$ cat config.mk
export PLATFORM = sky130hd
export DESIGN_NAME = slt_sort_ctrl
export DESIGN_NICKNAME = d
export VERILOG_FILES = /design/src/rtl/sort_pkg.sv /design/src/rtl/slt.sv /design/src/rtl/slt_sort_ctrl.sv
export SDC_FILE = /design/constraint.sdc
export NUM_CORES = 1
export LEC_CHECK = 0
export ABC_AREA = 1
export CAP_MARGIN = 40
export CORE_MARGIN = 5
export CORE_UTILIZATION = 51
export CTS_CLUSTER_SIZE = 24
export DETAILED_ROUTE_END_ITERATION = 7
export GPL_ROUTABILITY_DRIVEN = 0
export PLACE_DENSITY = 0.8
export SLEW_MARGIN = 20
export SYNTH_ARGS = -nofsm -noshare
export SYNTH_HDL_FRONTEND = slang
export SYNTH_HIERARCHICAL = 1
export SYNTH_SLANG_ARGS = --single-unit
$ cat constraint.sdc
create_clock -name clk -period 7.7 [get_ports clk]
set_clock_uncertainty 0.1 [all_clocks]
set_input_delay 2.31 -clock clk [delete_from_list [all_inputs] [get_ports clk]]
set_output_delay 2.31 -clock clk [all_outputs]
set_load 0.03 [all_outputs]
$ cat src/rtl/sort_pkg.sv
// ============================================================================
// sort_pkg - shared state encoding and default sizing for slt_sort_ctrl
// Rev 1.0
// ============================================================================
`default_nettype none

package sort_pkg;

  typedef enum logic [1:0] {
    S_LOAD = 2'd0,
    S_SORT = 2'd1,
    S_OUT  = 2'd2
  } sort_state_t;

  localparam int SORT_N_DEFAULT     = 32;
  localparam int SORT_DEPTH_DEFAULT = 8;

endpackage

`default_nettype wire

$ cat src/rtl/slt.sv
// ============================================================================
// slt - N-bit signed (two's complement) less-than comparator
// Rev 1.0
// ============================================================================
`default_nettype none

module slt #(
  parameter int N = 32
) (
  input  logic [N-1:0] a_i,
  input  logic [N-1:0] b_i,
  output logic         lt_o
);

  logic [N-1:0] w_diff;

  assign w_diff = a_i - b_i;
  // Differing signs: the negative operand is smaller and the subtraction
  // could overflow, so trust the sign bit of a directly.
  assign lt_o = (a_i[N-1] != b_i[N-1]) ? a_i[N-1] : w_diff[N-1];

endmodule

`default_nettype wire

$ cat src/rtl/slt_sort_ctrl.sv
// ============================================================================
// slt_sort_ctrl - load a burst of signed words, bubble-sort in place with one
// shared comparator, stream them out in ascending order.
// Rev 1.0
// ============================================================================
`default_nettype none

module slt_sort_ctrl
  import sort_pkg::*;
#(
  parameter int N     = SORT_N_DEFAULT,
  parameter int DEPTH = SORT_DEPTH_DEFAULT,
  parameter int CW    = $clog2(DEPTH + 1)
) (
  input  logic         clk,
  input  logic         rst,
  input  logic         in_valid,
  output logic         in_ready,
  input  logic [N-1:0] in_data,
  input  logic         in_last,
  output logic         out_valid,
  input  logic         out_ready,
  output logic [N-1:0] out_data,
  output logic         out_last,
  output logic         busy
);

  localparam int            AW      = (DEPTH > 1) ? $clog2(DEPTH) : 1;
  localparam logic [CW-1:0] ONE_C   = CW'(1);
  localparam logic [CW-1:0] TWO_C   = CW'(2);
  localparam logic [CW-1:0] DEPTH_C = CW'(DEPTH);

  sort_state_t   state_q, state_d;
  logic [CW-1:0] count_q, count_d;
  logic [CW-1:0] idx_q,   idx_d;
  logic [CW-1:0] pass_q,  pass_d;
  logic          swapped_q, swapped_d;
  logic [N-1:0]  bank_q [DEPTH];

  logic [CW-1:0] w_count_nx;
  logic [CW-1:0] w_idx_nx;
  logic [AW-1:0] w_lo;
  logic [AW-1:0] w_hi;
  logic          w_lt;
  logic          w_pass_end;
  logic          w_last_out;

  assign w_count_nx = count_q + ONE_C;
  assign w_idx_nx   = idx_q + ONE_C;
  assign w_lo       = idx_q[AW-1:0];
  assign w_hi       = w_idx_nx[AW-1:0];
  assign w_pass_end = (idx_q == count_q - TWO_C);
  assign w_last_out = (idx_q == count_q - ONE_C);

  slt #(.N(N)) u_slt (
    .a_i  (bank_q[w_hi]),
    .b_i  (bank_q[w_lo]),
    .lt_o (w_lt)
  );

  always_comb begin
    state_d   = state_q;
    count_d   = count_q;
    idx_d     = idx_q;
    pass_d    = pass_q;
    swapped_d = swapped_q;
    case (state_q)
      S_LOAD: begin
        if (in_valid) begin
          count_d = w_count_nx;
          if (in_last || (w_count_nx == DEPTH_C)) begin
            idx_d     = '0;
            pass_d    = '0;
            swapped_d = 1'b0;
            state_d   = (w_count_nx == ONE_C) ? S_OUT : S_SORT;
          end
        end
      end
      S_SORT: begin
        if (w_lt) swapped_d = 1'b1;
        if (w_pass_end) begin
          idx_d = '0;
          // Another pass only if this one moved something and the
          // count-1 pass ceiling has not been reached.
          if ((swapped_q || w_lt) && (pass_q < count_q - TWO_C)) begin
            pass_d    = pass_q + ONE_C;
            swapped_d = 1'b0;
          end else begin
            state_d = S_OUT;
          end
        end else begin
          idx_d = w_idx_nx;
        end
      end
      S_OUT: begin
        if (out_ready) begin
          if (w_last_out) begin
            state_d = S_LOAD;
            count_d = '0;
            idx_d   = '0;
          end else begin
            idx_d = w_idx_nx;
          end
        end
      end
      default: state_d = S_LOAD;
    endcase
  end

  always_comb begin
    in_ready  = (state_q == S_LOAD);
    out_valid = (state_q == S_OUT);
    busy      = (state_q == S_SORT) || (state_q == S_OUT);
    out_last  = out_valid && w_last_out;
    out_data  = out_valid ? bank_q[w_lo] : '0;
  end

  always_ff @(posedge clk or posedge rst) begin
    if (rst) begin
      state_q   <= S_LOAD;
      count_q   <= '0;
      idx_q     <= '0;
      pass_q    <= '0;
      swapped_q <= 1'b0;
    end else begin
      state_q   <= state_d;
      count_q   <= count_d;
      idx_q     <= idx_d;
      pass_q    <= pass_d;
      swapped_q <= swapped_d;
    end
  end

  // Bank content is meaningless until loaded, so it carries no reset.
  always_ff @(posedge clk) begin
    if ((state_q == S_LOAD) && in_valid) begin
      bank_q[count_q[AW-1:0]] <= in_data;
    end else if ((state_q == S_SORT) && w_lt) begin
      bank_q[w_lo] <= bank_q[w_hi];
      bank_q[w_hi] <= bank_q[w_lo];
    end
  end

endmodule

`default_nettype wire

==> flow_summary.toml <==
[synthesis]
synth-seq-cells = 271
yosys.area_share.simple_pct = 32.9
synth_compound_area_share_pct = 11.8
synth_cell_types = 37
yosysWarnings = 6
synth_top_cell_area_share_pct = 40.2
ys_async_sr_fraction_pct = 5.54
synth_top_family_by_area = "simple AND/OR/NAND/NOR gates"
synthMuxAreaShare_pct = 0
ys.flop_type = "edfxtp_1"
synth_area_sq_um = 19100
ys_seq_area_share_pct = 42.1
synth_area_leaders = "edfxtp_1 (40%), nand2_1 (17%), nand3_1 (8.8%)"
synth-edff-count = 256
synth_top_cell_by_area = "edfxtp_1"
synth_xor_area_share_pct = 0.320
synth_area_per_cell_sq_um = 7.33
netlist_instances = 2610
synth_nets = 2692
synthAdderAreaFrac_pct = 2.98

[die]
io_pins = 73
dieHeight_um = 204
die-area_sq_um = 41500
die_w_um = 204
rows = 71
coreArea_sq_um = 37400
start_util_pct = 51.2

[place]
placedCellCount = 3053
hpwl_um = 39300
pre_cts_slack_ns = 1.03
portBuffers = 72

[power]
p_leak_nw = 9.06
seqPwrFrac_pct = 28.7
irDropWorstVdd_v = 0.000237
clockPowerShare_pct = 16.4
p_sw_mw = 4.01
comb_power_share_pct = 54.9
switching_share_pct = 47.7
powerDensity_nw_per_um2 = 398
p_int_mw = 4.40

[cts]
cts.path.max_buffers = 3
holdBufCountCts = 0
path_clk_slew_ns = 0.06
worstSkewPairLatency_ns = 0.57
post_cts_resized = 0
cts_sinks = 271
cts_buffers = 30
cts_tree = "done"
cts_setup_buffers = 0
cts_htree_levels = 1
cts_root_buffer = "clkbuf_16"

[critical_path]
critical_path_arrival_ns = 6.96
crit_fanout = 49
cp-end-kind = "register"
start_kind = "register"
cp.required_ns = 7.86
worstSetupPathType = "register to register"

[outcome]
violations = "DRC"
status = "finished with violations"

[sta]
slew_headroom_pct = 40.5
maxSlewViolCount = 0
hold_viol = 0
fin_tns_setup_ns = 0
fin_crit_ns = 6.80
fmax_ghz = 0.147
period_share_pct = 88.3
tightest_slew_ns = 0.891
worst_hold_slack_ns = 0.442
rsz0062_at_grt = "no"
setup_slack_ns = 0.898
setup_violations = 0

[final_layout]
stdcell_count = 3106
n_antenna_cell = 0
drive_above_1_share_pct = 9.44
ff_latch_area_sq_um = 8070
layout.cells.most_common_list = "nand2_1 (863), nand3_1 (338), edfxtp_1 (256)"
final_nets = 2656
fill_cells = 3340
multiInputGateArea_sq_um = 9300
layout_commonest_cell = "nand2_1"
syn2layout_area_growth_pct = 10.3

[global_route]
grt_pass1_vias = 17715
grt_max_degree = 211
overflow = 0
antenna_found_initial = 0
grt_pass1_wl_um = 96500
grt_use_total_pct = 29.1

[run]
cap_violations = 0

[routing]
viasPerCell = 6.04
vias = 18765
route.detailed.drc = 3
firstDrtPassIters = 8
drtIter0Drc = 2726
wl_um = 62400
ant_nets = 0
post_drt_wl_per_cell_um = 20.1

[worst_hold_path]
hold_class = "register to register"
## path summary, 6_finish.rpt
path	start	end	slack, ns	depth (start not counted)
max reg2reg	idx_q[0]	bank_q[4][8]	0.90	22
min reg2reg	state_q[1]	state_q[1]	0.44	2
max in group asynchronous	rst	idx_q[1]	5.01	2
min	state_q[1]	state_q[1]	0.44	2
max	idx_q[0]	bank_q[4][8]	0.90	22
min in group asynchronous	rst	pass_q[3]	2.03	2
## kinds of logic after synthesis
| group | count (synthesis) |
|---|---|
| and+or+nand+nor | 1447 |
| DFF | 271 |
| buffers and inverters | 442 |
| adders and majority gates | 45 |
| xor gates and xnor gates | 7 |
| AOI/OAI and AO/OA | 398 |
## worst max-delay path: stages (launching register included)
cell	delay, ns
dfrtp_4	0.75
ha_1	0.28
inv_1	0.05
nand2_1	0.10
nand2_4	0.10
nand2_4	0.35
inv_1	0.44
a21oi_1	0.36
nand2_1	0.11
ha_1	0.35
a21oi_1	0.16
o21ai_0	0.10
nor2_1	0.11
nand2_1	0.10
a21oi_2	0.15
fa_1	0.22
nand2_1	0.11
nor2_4	0.63
nand2_2	0.33
o21ai_0	0.21
nand2_1	0.29
o21ai_4	0.75
buf_12	0.30
## area by class of cell
| type | instances | share of cell area (%) |
|---|---|---|
| clock buffer | 38 | 3.80 |
| clock inverter | 15 | 0.468 |
| inverter | 260 | 4.62 |
| multi-input combinational | 1897 | 44.1 |
| sequential | 271 | 38.2 |
| tap | 511 | 3.03 |
| timing repair buffer | 114 | 5.80 |
## metal layers
layer  track usage (%)  up-vias  wire length [um]
met4              14.2        0              3850
met3              5.77      324              7940
li1                  -     8565                 -
met2              47.4     1343             28500
met5                 0        -                 0
met1              37.2     8533             22100
## metrics by stage
stage / instance area [sq um] / power (mW) / util, %
floorplan: 19100 / 5.63 / -
finish: 21100 / 8.41 / 56.5
detailed placement: 20200 / 6.92 / 54.0
global route: 21100 / 8.94 / 56.5
CTS: 21100 / 8.29 / 56.5
global placement: 20000 / 6.71 / 53.5
## power groups by stage
stage | clock, mW | combinational (mW) | sequential [mW]
after floorplan | 0 | 3.23 | 2.40
after global placement | 0 | 4.30 | 2.41
after detailed placement | 0 | 4.49 | 2.43
after CTS | 1.37 | 4.52 | 2.40
after global routing | 1.44 | 5.07 | 2.43
final | 1.38 | 4.62 | 2.41
## flip-flops by register name (all words and copies together), names as in the netlist
signal	count
bank_q	256
count_q	4
idx_q	4
pass_q	4
state_q	2
swapped_q	1
## cells in the mapped netlist, drive strengths merged, types with 20 or more instances
cell type and number:
nand2 881, buf 134, or2 34, nand3 358, o21ai 166, nor2 150, o211ai 64, a22oi 20
inv 260, a21oi 144, ha 44, clkbuf 48, edfxtp 256
Note: power is estimated with default switching activity, not from simulation.
